[config.mk]
export PLATFORM = sky130hd
export DESIGN_NAME = sdram_port_arbiter
export DESIGN_NICKNAME = d
export VERILOG_FILES = /design/src/rtl/sdram_arb_pkg.sv /design/src/rtl/sdram_rr_pick.sv /design/src/rtl/sdram_port_arbiter.sv
export SDC_FILE = /design/constraint.sdc
export NUM_CORES = 1
export LEC_CHECK = 0
export BUFFER_PORTS_ARGS = -buffer_cell sky130_fd_sc_hd__buf_4
export CORE_MARGIN = 2
export CORE_UTILIZATION = 35
export CTS_BUF_LIST = sky130_fd_sc_hd__clkbuf_8
export CTS_CLUSTER_SIZE = 20
export DETAILED_ROUTE_END_ITERATION = 8
export GPL_TIMING_DRIVEN = 0
export PLACE_DENSITY = 0.65
export SYNTH_ARGS = -nofsm -noshare
export SYNTH_HDL_FRONTEND = slang
export SYNTH_SLANG_ARGS = --single-unit
[constraint.sdc]
create_clock -name clk -period 3.9 [get_ports clk]
set_clock_uncertainty 0.1 [all_clocks]
set_input_delay 0.39 -clock clk [delete_from_list [all_inputs] [get_ports clk]]
set_output_delay 0.39 -clock clk [all_outputs]
set_load 0.05 [all_outputs]
[src/rtl/sdram_arb_pkg.sv]
// Shared widths, port indices and state encoding for the two-port SDRAM
// command arbiter.
package sdram_arb_pkg;
  localparam int ADDR_W = 23;
  localparam int DATA_W = 32;
  localparam int BE_W   = 4;

  localparam logic PORT_SAMPLER = 1'b0;
  localparam logic PORT_UART    = 1'b1;

  typedef enum logic [1:0] {
    ST_IDLE    = 2'd0,
    ST_ISSUE   = 2'd1,
    ST_WAIT_RD = 2'd2
  } arb_state_e;
endpackage

[src/rtl/sdram_rr_pick.sv]
// Two-request round-robin selector: on a tie the port that did not win last
// time is chosen.
module sdram_rr_pick
  import sdram_arb_pkg::*;
(
  input  logic [1:0] req,
  input  logic       last_grant,
  output logic       grant_valid,
  output logic       grant_idx
);
  assign grant_valid = |req;
  assign grant_idx   = (&req) ? ~last_grant : (req[1] ? PORT_UART : PORT_SAMPLER);
endmodule

[src/rtl/sdram_port_arbiter.sv]
// Shares the SDRAM controller command port between the sampler (port 0) and
// the UART dump path (port 1); one command in flight, read data routed back.
//   state      | meaning
//   ST_IDLE    | waiting for a request, grants one port
//   ST_ISSUE   | cmd_enable high until the controller takes the command
//   ST_WAIT_RD | read accepted, waiting for data_out_ready
module sdram_port_arbiter
  import sdram_arb_pkg::*;
#(
  parameter int TIMEOUT = 1024
) (
  input  logic              clk,
  input  logic              rst,
  input  logic              req0,
  input  logic              req1,
  input  logic              wr0,
  input  logic              wr1,
  input  logic [ADDR_W-1:0] addr0,
  input  logic [ADDR_W-1:0] addr1,
  input  logic [DATA_W-1:0] wdata0,
  input  logic [DATA_W-1:0] wdata1,
  input  logic [BE_W-1:0]   be0,
  input  logic [BE_W-1:0]   be1,
  output logic              ack0,
  output logic              ack1,
  output logic              done0,
  output logic              done1,
  output logic [DATA_W-1:0] rdata,
  output logic              busy,
  output logic              timeout_err,
  input  logic              cmd_ready,
  output logic              cmd_enable,
  output logic              cmd_wr,
  output logic [ADDR_W-1:0] cmd_address,
  output logic [DATA_W-1:0] cmd_data_in,
  output logic [BE_W-1:0]   cmd_byte_enable,
  input  logic [DATA_W-1:0] data_out,
  input  logic              data_out_ready
);
  localparam int CNT_W = $clog2(TIMEOUT) + 1;
  localparam logic [CNT_W-1:0] CNT_LAST = CNT_W'(TIMEOUT - 1);

  arb_state_e        state_q, state_d;
  logic [CNT_W-1:0]  cnt_q, cnt_d;
  logic              owner_q, owner_d;
  logic              last_grant_q, last_grant_d;
  logic [1:0]        ack_q, ack_d;
  logic [1:0]        done_q, done_d;
  logic              busy_q, busy_d;
  logic              terr_q, terr_d;
  logic [DATA_W-1:0] rdata_q, rdata_d;
  logic              wr_q, wr_d;
  logic [ADDR_W-1:0] addr_q, addr_d;
  logic [DATA_W-1:0] wdata_q, wdata_d;
  logic [BE_W-1:0]   be_q, be_d;
  logic              grant_valid, grant_idx;
  logic              expired;

  sdram_rr_pick u_pick (
    .req         ({req1, req0}),
    .last_grant  (last_grant_q),
    .grant_valid (grant_valid),
    .grant_idx   (grant_idx)
  );

  // >= rather than == so a read accepted on the last ISSUE cycle still aborts.
  assign expired = (cnt_q >= CNT_LAST);

  always_ff @(posedge clk or posedge rst) begin
    if (rst) begin
      state_q      <= ST_IDLE;
      cnt_q        <= '0;
      owner_q      <= PORT_SAMPLER;
      last_grant_q <= PORT_UART;
      ack_q        <= '0;
      done_q       <= '0;
      busy_q       <= 1'b0;
      terr_q       <= 1'b0;
      rdata_q      <= '0;
      wr_q         <= 1'b0;
      addr_q       <= '0;
      wdata_q      <= '0;
      be_q         <= '0;
    end else begin
      state_q      <= state_d;
      cnt_q        <= cnt_d;
      owner_q      <= owner_d;
      last_grant_q <= last_grant_d;
      ack_q        <= ack_d;
      done_q       <= done_d;
      busy_q       <= busy_d;
      terr_q       <= terr_d;
      rdata_q      <= rdata_d;
      wr_q         <= wr_d;
      addr_q       <= addr_d;
      wdata_q      <= wdata_d;
      be_q         <= be_d;
    end
  end

  always_comb begin
    state_d = state_q;
    case (state_q)
      ST_IDLE:    if (grant_valid) state_d = ST_ISSUE;
      ST_ISSUE: begin
        if (cmd_ready)    state_d = wr_q ? ST_IDLE : ST_WAIT_RD;
        else if (expired) state_d = ST_IDLE;
      end
      ST_WAIT_RD: if (data_out_ready || expired) state_d = ST_IDLE;
      default:    state_d = ST_IDLE;
    endcase
  end

  always_comb begin
    cnt_d        = cnt_q;
    owner_d      = owner_q;
    last_grant_d = last_grant_q;
    ack_d        = '0;
    done_d       = '0;
    terr_d       = terr_q;
    rdata_d      = rdata_q;
    wr_d         = wr_q;
    addr_d       = addr_q;
    wdata_d      = wdata_q;
    be_d         = be_q;
    busy_d       = (state_d != ST_IDLE);
    case (state_q)
      ST_IDLE: begin
        if (grant_valid) begin
          owner_d          = grant_idx;
          last_grant_d     = grant_idx;
          ack_d[grant_idx] = 1'b1;
          cnt_d            = '0;
          wr_d             = (grant_idx == PORT_UART) ? wr1    : wr0;
          addr_d           = (grant_idx == PORT_UART) ? addr1  : addr0;
          wdata_d          = (grant_idx == PORT_UART) ? wdata1 : wdata0;
          be_d             = (grant_idx == PORT_UART) ? be1    : be0;
        end
      end
      ST_ISSUE: begin
        cnt_d = cnt_q + CNT_W'(1);
        if (cmd_ready) begin
          if (wr_q) done_d[owner_q] = 1'b1;
        end else if (expired) begin
          done_d[owner_q] = 1'b1;
          terr_d          = 1'b1;
        end
      end
      ST_WAIT_RD: begin
        cnt_d = cnt_q + CNT_W'(1);
        if (data_out_ready) begin
          rdata_d         = data_out;
          done_d[owner_q] = 1'b1;
        end else if (expired) begin
          done_d[owner_q] = 1'b1;
          terr_d          = 1'b1;
        end
      end
      default: ;
    endcase
  end

  assign cmd_enable      = (state_q == ST_ISSUE);
  assign ack0            = ack_q[0];
  assign ack1            = ack_q[1];
  assign done0           = done_q[0];
  assign done1           = done_q[1];
  assign busy            = busy_q;
  assign timeout_err     = terr_q;
  assign rdata           = rdata_q;
  assign cmd_wr          = wr_q;
  assign cmd_address     = addr_q;
  assign cmd_data_in     = wdata_q;
  assign cmd_byte_enable = be_q;
endmodule

==> results_dict.tcl <==
set metrics [dict create \
    status "finished clean" \
    nets 884 \
    leakagePower_nw 3.763 \
    slew_headroom 0.4907 \
    min_period_ns 2.598 \
    hold_path_end "cmd_address[15]" \
    grt_usage 0.1929 \
    most-common-layout-cells "256 x buf_4, 112 x dfrtp_1, 106 x nand2_1, 36 x a32oi_1, 32 x mux2_2" \
    worstSkewPairLatency_ns 0.42 \
    area_growth_pct 53.12 \
    netlist_area_um2 4911 \
    diodes 0 \
    path_class "reg2reg" \
    synth_compound_area_frac 0.1307 \
    hp-start "addr0[15]" \
    max_slew.worst_pin.slew_ns 0.7611 \
    cts_tree "yes" \
    total_power_mw 7.377 \
    layout-drive-gt1-share 0.4496 \
    grt_pass1_wl_um 22210 \
    r2r-end "cmd_address[7]" \
    ys_seq_elements 113 \
    avgViaCountPerCell 4.888 \
    placement_rows 43 \
    grt_pass1_vias 4369 \
    io_pins 257 \
    worstPathRequired_ns 4.17 \
    ys_warn_count 0 \
    grt_max_degree 70 \
    cts.clk_slew.worst_paths_ns 0.08 \
    fp.coreArea_um2 13770 \
    fmax_mhz 385.0 \
    dpl.hpwl_um 11250 \
    synth_cell_types 43 \
    firstDrtPassIters 4 \
    syn_nets 607 \
    grt_most_used_layer "met2" \
    yosys.area_share.simple 0.1215 \
    crit-reg2reg-launch "state_q[1]" \
    synth_xor_xnor_area_share 0.005350 \
    wirelength_um 14520 \
    yosysSeqAreaShare 0.5761 \
    cp.arrival_ns 2.87 \
    hp-class "in2reg" \
    muxShareOfSynthArea 0.1243 \
    die_area_um2 15000 \
    ir_drop_uv 526.1 \
    grt_use_met1 0.2330 \
    overflow 0 \
    die_y_um 122.5 \
    initial_core_util 0.3566 \
    drt_iter0_markers 143 \
    cts-root-buf "clkbuf_8" \
    rrSetupSlack_ns 1.30 \
    htreeDepth 4 \
    cts_made_buffers 17 \
    ant_nets 0 \
    grtUsageMet2 0.3267 \
    cts_buffer_depth 2 \
    syn_avg_cell_area_um2 11.06 \
    placement.io_buffers 256 \
    period_share 0.6660 \
    p_per_area_nw_per_um2 981.0 \
    synthAdderAreaFrac 0.01274 \
    drv_cap 0 \
    antenna_found_initial 0 \
    syn_inst 444 \
    cts_num_sinks 113 \
    fin_cells 914 \
    layout_commonest_cell "buf_4" \
    die_w_um 122.5 \
    dp.cells 881 \
    rsz0062_at_grt "no" \
    whs_path_depth 3 \
    rr_worst_depth 8 \
    hold_viol_final 0 \
    finalSetupViolCount 0 \
    cp-start-kind "flop" \
    drcViolationCount 0 \
    critical_path.startpoint "state_q[1]" \
    synth_top_family_by_area "compound AO/OA/AOI/OAI gates" \
    met3_usage 0.06877 \
    final_max_slew_viol_count 0 \
    via_count 4468 \
    globalplace.congestion 0.8039 \
    path_max_fanout 10 \
    wire_per_inst_um 15.89 \
    worstSetupEndpointType "flop" \
]
[cell type report]
type | instances | area (um^2)
multi-input combinational | 296 | 1938
tap | 180 | 225.2
fill | 1258 | 6254
clock buffer | 19 | 261.5
timing repair buffer | 258 | 1959
inverter | 6 | 25.02
sequential | 113 | 2829
buffer | 29 | 121.4
clock inverter | 13 | 160.2
[state kept, by name, summed over array words and instances (netlist names)]
register and count:
ack_q 2, busy 1, last_grant_q 1, state_q 2, cmd_address 23, done_q 2, cmd_byte_enable 4, timeout_err 1
cnt_q 11, rdata 32, owner_q 1, cmd_wr 1, cmd_data_in 32
[cells in the mapped netlist]
master / n / area, um^2
a21o_1: 5 / 37.54
nand3_1: 6 / 30.03
nand2_1: 106 / 397.9
a31oi_1: 1 / 6.260
clkbuf_1: 21 / 78.83
or3b_1: 1 / 8.760
a2bb2oi_1: 1 / 8.760
a22o_1: 2 / 17.52
o21ai_1: 13 / 65.06
o21bai_1: 2 / 15.01
nor3b_1: 1 / 7.510
or2_2: 1 / 6.260
ha_1: 5 / 62.56
o21ba_2: 1 / 10.01
or3_1: 5 / 31.28
xor2_1: 2 / 17.52
buf_1: 3 / 11.26
or4_4: 1 / 11.26
xnor2_1: 1 / 8.760
o21ai_0: 18 / 90.09
mux2i_1: 25 / 250.2
clkbuf_2: 1 / 5.000
nor3_1: 1 / 5.000
a21oi_1: 5 / 25.02
buf_2: 3 / 15.01
buf_6: 1 / 11.26
o32ai_1: 1 / 8.760
dfrtp_1: 112 / 2803
dfstp_2: 1 / 26.28
and2_1: 3 / 18.77
and3_1: 1 / 6.260
a32oi_1: 36 / 315.3
nand4_1: 4 / 25.02
nor2_1: 8 / 30.03
nand2b_1: 1 / 6.260
a311oi_1: 1 / 8.760
o211ai_1: 1 / 7.510
inv_1: 6 / 22.52
mux2_2: 32 / 360.4
o22a_1: 1 / 8.760
a32o_1: 1 / 10.01
nor4_1: 2 / 12.51
a21boi_1: 1 / 7.510
[cells by family after synthesis]
logic type	after synthesis
simple gates	141
flops	113
compound gates	90
mux	57
buf+inv	35
fa+ha+maj	5
xor+xnor	3
[where the power goes]
group	total [mW]	switching [mW]	internal (mW)
sequential	2.02	0.303	1.71
combinational	4.20	2.91	1.30
clock	1.16	0.493	0.666
total	7.38	3.70	3.68
[metal layers]
metal	share of wire	up-vias	wire (um)
met5	0	-	0
met4	0.010	0	151
met3	0.076	13	1099
met2	0.51	169	7384
met1	0.41	2143	5886
li1	-	2143	-
[worst max-delay path, stage by stage (launching register included)]
cell and delay [ns]:
dfrtp_1 0.40, inv_1 0.12, ha_1 0.17, buf_6 0.13, o21ai_1 0.25, nor2_1 0.68, clkbuf_1 0.47, a32oi_1 0.12
nand2_1 0.10
[stage by stage]
| stage | worst slack (ns) | hold WS [ns] | TNS [ns] | instance area [um^2] | util |
|---|---|---|---|---|---|
| after global placement | -0.8666 | 0.3511 | -95.96 | 7058 | 0.5124 |
| after detailed placement | 1.284 | 0.3572 | 0 | 7088 | 0.5146 |
| after CTS | 1.278 | 0.03620 | 0 | 7520 | 0.5460 |
| after global routing | 1.099 | 0.03664 | 0 | 7520 | 0.5460 |
| final | 1.302 | 0.06631 | 0 | 7520 | 0.5460 |
| after floorplan | 0.4243 | 0.3243 | 0 | 4911 | - |
[how the worst max path moves through the flow]
| stage | cells after the start | slack [ns] | end |
|---|---|---|---|
| floorplan | 1 | 0.42 | ack_q[0] |
| global placement | 2 | -0.87 | cmd_address[12] |
| detailed placement | 8 | 1.28 | cmd_address[7] |
| CTS | 8 | 1.28 | cmd_address[7] |
| global route | 8 | 1.10 | cmd_address[3] |
| finish | 8 | 1.30 | cmd_address[7] |
[what timing repair did]
action                                  CTS  global route
gates resized for setup                   0             0
buffers inserted                          0             0
hold buffers                              1             0
endpoints found under the setup margin    0             0
endpoints found under the hold margin    44             0
No activity file was read; power rests on OpenSTA's default activity.
